**config.mk**
```make
export PLATFORM = sky130hd
export DESIGN_NAME = seq_serializer
export DESIGN_NICKNAME = d
export VERILOG_FILES = /design/src/rtl/seq_pkg.sv /design/src/rtl/seq_shift_reg.sv /design/src/rtl/seq_serializer.sv
export SDC_FILE = /design/constraint.sdc
export NUM_CORES = 1
export LEC_CHECK = 0
export CORE_ASPECT_RATIO = 1.1
export CORE_MARGIN = 2
export CORE_UTILIZATION = 42
export DETAILED_ROUTE_END_ITERATION = 10
export PLACE_DENSITY = 0.63
export SKIP_CTS_REPAIR_TIMING = 1
export SLEW_MARGIN = 20
export SYNTH_ARGS = -nofsm -noshare
export SYNTH_HDL_FRONTEND = slang
export SYNTH_HIERARCHICAL = 1
export SYNTH_SLANG_ARGS = --single-unit
```
**constraint.sdc**
```tcl
create_clock -name clk -period 3.66 [get_ports clk]
set_input_delay 1.098 -clock clk [delete_from_list [all_inputs] [get_ports clk]]
set_output_delay 1.098 -clock clk [all_outputs]
set_load 0.01 [all_outputs]
```
**src/rtl/seq_pkg.sv**
```systemverilog
// Shared definitions for the serial sequence front end and the downstream sequence FSMs.
package seq_pkg;

  typedef enum logic [1:0] {
    ST_IDLE  = 2'b00,
    ST_SHIFT = 2'b01,
    ST_GAP   = 2'b10
  } seq_state_e;

  // Number of bits needed to hold any value in 0..max_val (never less than 1).
  function automatic int cnt_width(input int max_val);
    int w;
    w = 1;
    for (int i = 1; i < 32; i++) begin
      if ((1 << i) <= max_val) w = i + 1;
    end
    return w;
  endfunction

endpackage

```
**src/rtl/seq_shift_reg.sv**
```systemverilog
// WIDTH-bit load/shift register; out_bit is the bit currently at the output end.
module seq_shift_reg #(
  parameter int WIDTH     = 8,
  parameter int MSB_FIRST = 1
) (
  input  logic             clk,
  input  logic             rst,
  input  logic             load,
  input  logic             shift,
  input  logic [WIDTH-1:0] din,
  output logic             out_bit
);

  logic [WIDTH-1:0] sr_q;
  logic [WIDTH-1:0] sr_d;

  generate
    if (MSB_FIRST != 0) begin : g_msb
      always_comb begin
        sr_d = sr_q;
        if (load)       sr_d = din;
        else if (shift) sr_d = {sr_q[WIDTH-2:0], 1'b0};
      end
      assign out_bit = sr_q[WIDTH-1];
    end else begin : g_lsb
      always_comb begin
        sr_d = sr_q;
        if (load)       sr_d = din;
        else if (shift) sr_d = {1'b0, sr_q[WIDTH-1:1]};
      end
      assign out_bit = sr_q[0];
    end
  endgenerate

  always_ff @(posedge clk or posedge rst) begin
    if (rst) sr_q <= '0;
    else     sr_q <= sr_d;
  end

endmodule

```
**src/rtl/seq_serializer.sv**
```systemverilog
// Parallel-to-serial front end: valid/ready word load, one bit per clock on seq,
// framing strobes, optional idle gap and a wrapping count of completed frames.
module seq_serializer
  import seq_pkg::*;
#(
  parameter int   WIDTH     = 8,
  parameter int   GAP       = 1,
  parameter int   MSB_FIRST = 1,
  parameter logic IDLE_BIT  = 1'b0
) (
  input  logic             clk,
  input  logic             rst,
  input  logic [WIDTH-1:0] din,
  input  logic             load_valid,
  output logic             load_ready,
  output logic             seq,
  output logic             seq_valid,
  output logic             frame_start,
  output logic             frame_done,
  output logic [7:0]       frame_cnt
);

  localparam int BW = cnt_width(WIDTH - 1);
  localparam int GW = cnt_width(GAP);
  localparam logic [BW-1:0] BIT_LAST = BW'(WIDTH - 1);
  localparam logic [GW-1:0] GAP_LOAD = GW'((GAP > 0) ? GAP - 1 : 0);

  seq_state_e    state_q, state_d;
  logic [BW-1:0] bit_cnt_q, bit_cnt_d;
  logic [GW-1:0] gap_cnt_q, gap_cnt_d;
  logic [7:0]    frame_cnt_q, frame_cnt_d;
  logic          seq_valid_q, seq_valid_d;
  logic          frame_start_q, frame_start_d;
  logic          frame_done_q, frame_done_d;
  logic          sr_load, sr_shift, sr_bit;

  seq_shift_reg #(
    .WIDTH    (WIDTH),
    .MSB_FIRST(MSB_FIRST)
  ) u_shift (
    .clk    (clk),
    .rst    (rst),
    .load   (sr_load),
    .shift  (sr_shift),
    .din    (din),
    .out_bit(sr_bit)
  );

  always_comb begin
    state_d       = state_q;
    bit_cnt_d     = bit_cnt_q;
    gap_cnt_d     = gap_cnt_q;
    frame_cnt_d   = frame_cnt_q;
    seq_valid_d   = 1'b0;
    frame_start_d = 1'b0;
    frame_done_d  = 1'b0;
    sr_load       = 1'b0;
    sr_shift      = 1'b0;
    load_ready    = 1'b0;

    case (state_q)
      ST_IDLE: load_ready = 1'b1;
      ST_SHIFT: begin
        if (bit_cnt_q != '0) begin
          sr_shift     = 1'b1;
          bit_cnt_d    = bit_cnt_q - BW'(1);
          seq_valid_d  = 1'b1;
          frame_done_d = (bit_cnt_q == BW'(1));
        end else begin
          // Last-bit cycle: the frame is complete at this edge.
          frame_cnt_d = frame_cnt_q + 8'd1;
          if (GAP > 0) begin
            state_d   = ST_GAP;
            gap_cnt_d = GAP_LOAD;
          end else begin
            state_d    = ST_IDLE;
            load_ready = 1'b1;
          end
        end
      end
      ST_GAP: begin
        if (gap_cnt_q == '0) state_d = ST_IDLE;
        else                 gap_cnt_d = gap_cnt_q - GW'(1);
      end
      default: state_d = ST_IDLE;
    endcase

    // A load overrides the shift decisions above, giving a bubble-free start when GAP is 0.
    if (load_ready && load_valid) begin
      sr_load       = 1'b1;
      sr_shift      = 1'b0;
      bit_cnt_d     = BIT_LAST;
      seq_valid_d   = 1'b1;
      frame_start_d = 1'b1;
      frame_done_d  = 1'b0;
      state_d       = ST_SHIFT;
    end
  end

  always_ff @(posedge clk or posedge rst) begin
    if (rst) begin
      state_q       <= ST_IDLE;
      bit_cnt_q     <= '0;
      gap_cnt_q     <= '0;
      frame_cnt_q   <= '0;
      seq_valid_q   <= 1'b0;
      frame_start_q <= 1'b0;
      frame_done_q  <= 1'b0;
    end else begin
      state_q       <= state_d;
      bit_cnt_q     <= bit_cnt_d;
      gap_cnt_q     <= gap_cnt_d;
      frame_cnt_q   <= frame_cnt_d;
      seq_valid_q   <= seq_valid_d;
      frame_start_q <= frame_start_d;
      frame_done_q  <= frame_done_d;
    end
  end

  // Only flops feed seq: the shifter head bit, forced to IDLE_BIT outside a frame.
  assign seq         = seq_valid_q ? sr_bit : IDLE_BIT;
  assign seq_valid   = seq_valid_q;
  assign frame_start = frame_start_q;
  assign frame_done  = frame_done_q;
  assign frame_cnt   = frame_cnt_q;

endmodule

```
==> results.json, run 1 <==
{
  "fp-row-count": 39,
  "synth_top_area_cell": "dfrtp_1",
  "regArea_um2": 2130,
  "synthCells": 458,
  "synthDistinctLibCells": 47,
  "syn_nets": 473,
  "finalHoldViolations": 0,
  "drive_gt1_share_pct": 9.15,
  "synthTopCellsByArea": "dfrtp_1 (48%), mux2i_1 (4.7%), or4_1 (3.9%)",
  "core-area_um2": 10400,
  "period_minus_slack_ns": 3.04,
  "fin_tns_setup_ns": 0,
  "path_cells": "or4_1 > or4_1 > nor4_4 > buf_4 > nor2_1",
  "detail-route-antenna-nets": 0,
  "min_path_type": "reg2reg",
  "vias": 3657,
  "grt_antenna_before_repair": 0,
  "cp-end-kind": "register",
  "cpLargestDelayFamily": "simple AND/OR/NAND/NOR gates",
  "synth_common_cells": "dfrtp_1 (85), nand2_1 (37), nor2_1 (31), a21oi_1 (24), or4_1 (23)",
  "cts_made_buffers": 9,
  "yosys_warnings": 6,
  "grt_pass1_wl_um": 17100,
  "multiInputGateArea_um2": 2220,
  "crit_type": "reg2reg",
  "worstMarginPinSlew_ns": 0.748,
  "nets": 502,
  "drtIter0Drc": 213,
  "die_area_um2": 11500,
  "grt_start_max_net_pins": 78,
  "start_kind": "register",
  "clock_path_buffers": 2,
  "slew_violations": 0,
  "setup-violations-final": 0,
  "crit_buf_inv": 1,
  "clock_skew_ns": 0.00762,
  "cap_viol_max_count": 0,
  "syn_to_final_growth_pct": 16.9,
  "synthesis.area_um2": 4470,
  "synth_top_area_share_pct": 47.6,
  "async_reset_ff_share_pct": 100,
  "synth.most_common_cell": "dfrtp_1",
  "n_fill_cell": 984,
  "diodes": 0,
  "max_freq_mhz": 329,
  "crit_cells": 5,
  "hpwl_um": 6820,
  "reg2reg_depth": 5,
  "cpPeakStageDelay_ns": 0.77,
  "peakVddDrop_v": 0.000244,
  "relSlewSlack_pct": 49.7,
  "h-tree-depth": 3,
  "ys.flop_type": "dfrtp_1",
  "ios": 24,
  "cpMostUsedCell": "or4_1",
  "rsz0062_at_grt": "false",
  "gp_congestion": 0.846,
  "whs_ns": 0.479,
  "min_delay_path_depth": 1,
  "clock_latency_ns": 0.34,
  "fp.dieH_um": 112,
  "syn_area_per_cell_um2": 9.76,
  "cts_tree": "yes",
  "drtPass1Iterations": 4,
  "path_max_fanout": 12,
  "cellPowerDensity_nw_per_um2": 374,
  "cts-root-buf": "clkbuf_16",
  "avgRoutedWirePerCell_um": 15.7,
  "crit_slowest_cell": "or4_1",
  "grt_pass1_vias": 3583,
  "synth-edff-count": 0,
  "grt_use_total_pct": 18.5,
  "die_w_um": 102,
  "drc": 0,
  "start_util_pct": 43.0,
  "crit_arrival_ns": 3.26,
  "synth-seq-cells": 85,
  "min_period_over_period_pct": 83.0,
  "yosysSeqAreaShare_pct": 47.6,
  "worstPathRequired_ns": 3.88,
  "gr-total-overflow": 0,
  "cts_sinks": 85,
  "clk_pin_slew_ns": 0.07,
  "routed_via_density": 5.76,
  "finalWirelength_um": 9990,
  "status": "complete, no violations",
  "p_leak_uw": 0.00215,
  "port_buffers": 23
}
-- path summary, 6_finish.rpt --
path | start | end | slack, ns
worst min register to register | gap_cnt_q[11] | gap_cnt_q[11] | 0.48
max in group asynchronous | rst | bit_cnt_q[24] | 2.09
min in group asynchronous | rst | u_shift/sr_q[0] | 1.08
worst max-delay path | bit_cnt_q[4] | gap_cnt_q[26] | 0.62
worst max register to register | bit_cnt_q[4] | gap_cnt_q[26] | 0.62
worst min-delay path | gap_cnt_q[11] | gap_cnt_q[11] | 0.48
-- routing by layer --
layer | global-route usage [%] | wire, um | vias to the layer above
li1 | - | - | 1777
met1 | 23.6 | 4450 | 1781
met2 | 30.9 | 4950 | 79
met3 | 3.61 | 406 | 20
met4 | 6.58 | 186 | 0
met5 | 0 | 0 | -
-- sequential cells by signal, summed over array words and instances, names as in the netlist --
signal        cells
seq_valid         1
state_q           2
gap_cnt_q        32
bit_cnt_q        32
frame_done        1
frame_start       1
u_shift/sr_q      8
frame_cnt         8
-- cell usage in the layout, fill, tap and decap left out, types with 2 or more instances in the layout --
cell type / n
nand4_1: 13
nor4_1: 19
xor2_1: 14
nand2b_1: 9
xnor2_1: 10
or4_1: 23
o211ai_1: 5
nor3_1: 21
buf_4: 12
o311ai_0: 5
clkinvlp_4: 2
nor2b_1: 3
nor4_2: 2
o21ai_1: 7
inv_1: 9
nand3_1: 10
inv_6: 2
nand2_1: 37
dfrtp_1: 85
o31ai_1: 17
clkdlybuf4s50_1: 23
a311oi_1: 2
a21oi_1: 24
bufinv_16: 2
nand4b_1: 2
clkbuf_16: 9
ha_1: 4
nor2_1: 31
mux2i_1: 21
and3_1: 3
and2_1: 2
or2_2: 5
o41ai_1: 3
o21ai_0: 17
o21a_1: 2
inv_2: 2
nor4_4: 2
or3_1: 21
-- per-stage QoR --
step | instance area (um^2) | utilization, % | setup slack (ns) | total power (uW) | std cells
final | 5230 | 50.3 | 0.621 | 1950 | 635
after detailed placement | 4900 | 47.2 | 0.670 | 990 | 619
after CTS | 5230 | 50.3 | 0.645 | 1980 | 635
after floorplan | 4470 | - | 0.595 | 971 | 458
after global routing | 5230 | 50.3 | 0.506 | 2020 | 635
after global placement | 4900 | 47.2 | 0.746 | 990 | 619
-- final cells by class --
type | count | share of cell area (%)
Timing Repair Buffer | 36 | 6.51
Clock inverter | 7 | 1.87
Multi-Input combinational cell | 344 | 42.4
Inverter | 11 | 0.790
Sequential cell | 85 | 40.7
Tap cell | 143 | 3.42
Clock buffer | 9 | 4.31
-- power by group --
group | internal (uW) | switching, uW | total, uW
clock network | 601 | 382 | 983
registers | 939 | 0 | 939
logic | 11.7 | 19.7 | 31.5
-- cell families after synthesis --
family | count (synthesis) | synth area share (%)
adder cells (fa/ha/maj) | 4 | 1.12
buffers and inverters | 29 | 3.02
flip-flops | 85 | 47.6
XOR/XNOR | 24 | 4.70
AO/OA/AOI/OAI | 86 | 12.3
multiplexers | 21 | 4.70
AND/OR/NAND/NOR | 209 | 26.6
-- worst register-to-register path: stages (launching register included) --
cell,delay [ns]
dfrtp_1,0.43
or4_1,0.65
or4_1,0.77
nor4_4,0.69
buf_4,0.31
nor2_1,0.07
Power figures use the tool's default switching activity.
==> run 2: changes to the inputs <==
--- a/config.mk
+++ b/config.mk
@@ -9,7 +9,7 @@
 export CORE_MARGIN = 2
 export CORE_UTILIZATION = 42
 export DETAILED_ROUTE_END_ITERATION = 10
-export PLACE_DENSITY = 0.63
+export PLACE_DENSITY = 0.66
 export SKIP_CTS_REPAIR_TIMING = 1
 export SLEW_MARGIN = 20
 export SYNTH_ARGS = -nofsm -noshare
==> constraint.sdc (replaced) <==
create_clock -name clk -period 2.7 [get_ports clk]
set_input_delay 0.81 -clock clk [delete_from_list [all_inputs] [get_ports clk]]
set_output_delay 0.81 -clock clk [all_outputs]
set_load 0.01 [all_outputs]
==> results.json, run 2 (synthesis results as in run 1) <==
{
  "core-area_um2": 10400,
  "drtIter0Drc": 144,
  "crit_type": "reg2reg",
  "p_leak_uw": 0.00223,
  "max_freq_mhz": 380,
  "vias": 3694,
  "start_kind": "register",
  "relSlewSlack_pct": 62.5,
  "clk_pin_slew_ns": 0.07,
  "regArea_um2": 2130,
  "cts_sinks": 85,
  "cellPowerDensity_nw_per_um2": 484,
  "drc": 0,
  "avgRoutedWirePerCell_um": 15.2,
  "grt_antenna_before_repair": 0,
  "finalHoldViolations": 0,
  "utilization_pct": 52.0,
  "syn_to_final_growth_pct": 20.8,
  "status": "complete, no violations",
  "gr-total-overflow": 0,
  "n_fill_cell": 952,
  "drive_gt1_share_pct": 13.8,
  "hpwl_um": 6980,
  "clock_path_buffers": 2,
  "gp_congestion": 0.872,
  "setup-violations-final": 0,
  "cts_made_buffers": 9,
  "period_minus_slack_ns": 2.63,
  "placedCellCount": 634,
  "clock_latency_ns": 0.34,
  "layout_commonest_cell": "dfrtp_1",
  "die_area_um2": 11500,
  "drtPass1Iterations": 5,
  "fin_tns_setup_ns": 0,
  "worstPathRequired_ns": 2.97,
  "finalWirelength_um": 9910,
  "die_w_um": 102,
  "clock_skew_ns": 0.00967,
  "worstMarginPinSlew_ns": 0.562,
  "cts_tree": "yes",
  "start_util_pct": 43.0,
  "fp.dieH_um": 112,
  "final_cell_mix": "dfrtp_1 (85), nand2_1 (37), nor2_1 (30)",
  "whs_ns": 0.474,
  "multiInputGateArea_um2": 2250,
  "cp-end-kind": "register",
  "reg.largest.list": "bit_cnt_q: 32 flops, gap_cnt_q: 32 flops",
  "port_buffers": 23,
  "grt_pass1_wl_um": 17300,
  "setup_ws_ns": 0.0667,
  "routed_via_density": 5.67,
  "diodes": 0,
  "ios": 24,
  "nets": 518,
  "cap_viol_max_count": 0,
  "grt_start_max_net_pins": 30,
  "cts-root-buf": "clkbuf_16",
  "path_max_fanout": 5,
  "crit_arrival_ns": 2.91,
  "dp_slack_ns": 0.0289,
  "fin_cells": 651,
  "grt_use_total_pct": 18.6,
  "grt_pass1_vias": 3705,
  "peakVddDrop_v": 0.000290,
  "fp-row-count": 39,
  "min_path_type": "reg2reg",
  "slew_violations": 0,
  "min_period_over_period_pct": 97.5,
  "detail-route-antenna-nets": 0,
  "h-tree-depth": 3
}
[run 2: cell types whose count changed in the layout (fill, tap and decap cells not counted), moves of 2 or more]
cell / change
buf_12: +2
buf_4: +14
inv_8: +2
nor4_1: -2
nor4_2: +2
or4_1: -2
or4_4: +2
[run 2: where the power goes]
group          leakage, uW  total, uW  switching, uW  internal (uW)
combinational      0.00103       47.6           28.8           18.8
sequential         0.00105       1270              0           1270
clock             0.000151       1290            554            740
[run 2: critical path, cell delays in order (launching register included)]
cell and delay [ns]:
dfrtp_1 0.40, or4_4 0.53, buf_4 0.17, or4b_4 0.48, or4_4 0.53, or3_4 0.35
a21oi_2 0.11
[run 2: worst paths after layout]
| check | startpoint | end | slack [ns] | cells past startpoint |
|---|---|---|---|---|
| setup reg to reg | bit_cnt_q[5] | bit_cnt_q[19] | 0.07 | 6 |
| max in group asynchronous | rst | bit_cnt_q[7] | 1.27 | 3 |
| min in group asynchronous | rst | u_shift/sr_q[3] | 0.80 | 2 |
| hold / removal | gap_cnt_q[8] | gap_cnt_q[8] | 0.47 | 1 |
| hold reg to reg | gap_cnt_q[8] | gap_cnt_q[8] | 0.47 | 1 |
| setup / recovery | bit_cnt_q[5] | bit_cnt_q[19] | 0.07 | 6 |
[run 2: cell type report]
cell class	count	share of cell area [%]
clock buffers	9	4.17
clock inverters	7	1.60
flip-flops and latches	85	39.4
inverters	11	0.834
well taps	143	3.31
multi-input cells	344	41.7
repair buffers	52	8.99
[run 2: per-stage QoR]
step | power (uW) | area [um^2]
4_1_cts | 2640 | 5360
3_3_place_gp | 1350 | 5050
2_1_floorplan | 1320 | 4470
3_5_place_dp | 1350 | 5050
5_1_grt | 2710 | 5400
6_report | 2610 | 5400
[run 2: layer usage]
metal  track usage [%]  routed length (um)  share of wire (%)  vias up
met1              24.4                4560                 46     1807
met3              2.55                 281                2.8       19
met5                 0                   0                  0        -
li1                  -                   -                  -     1812
met2              30.6                4850                 49       56
met4              7.91                 210                2.1        0
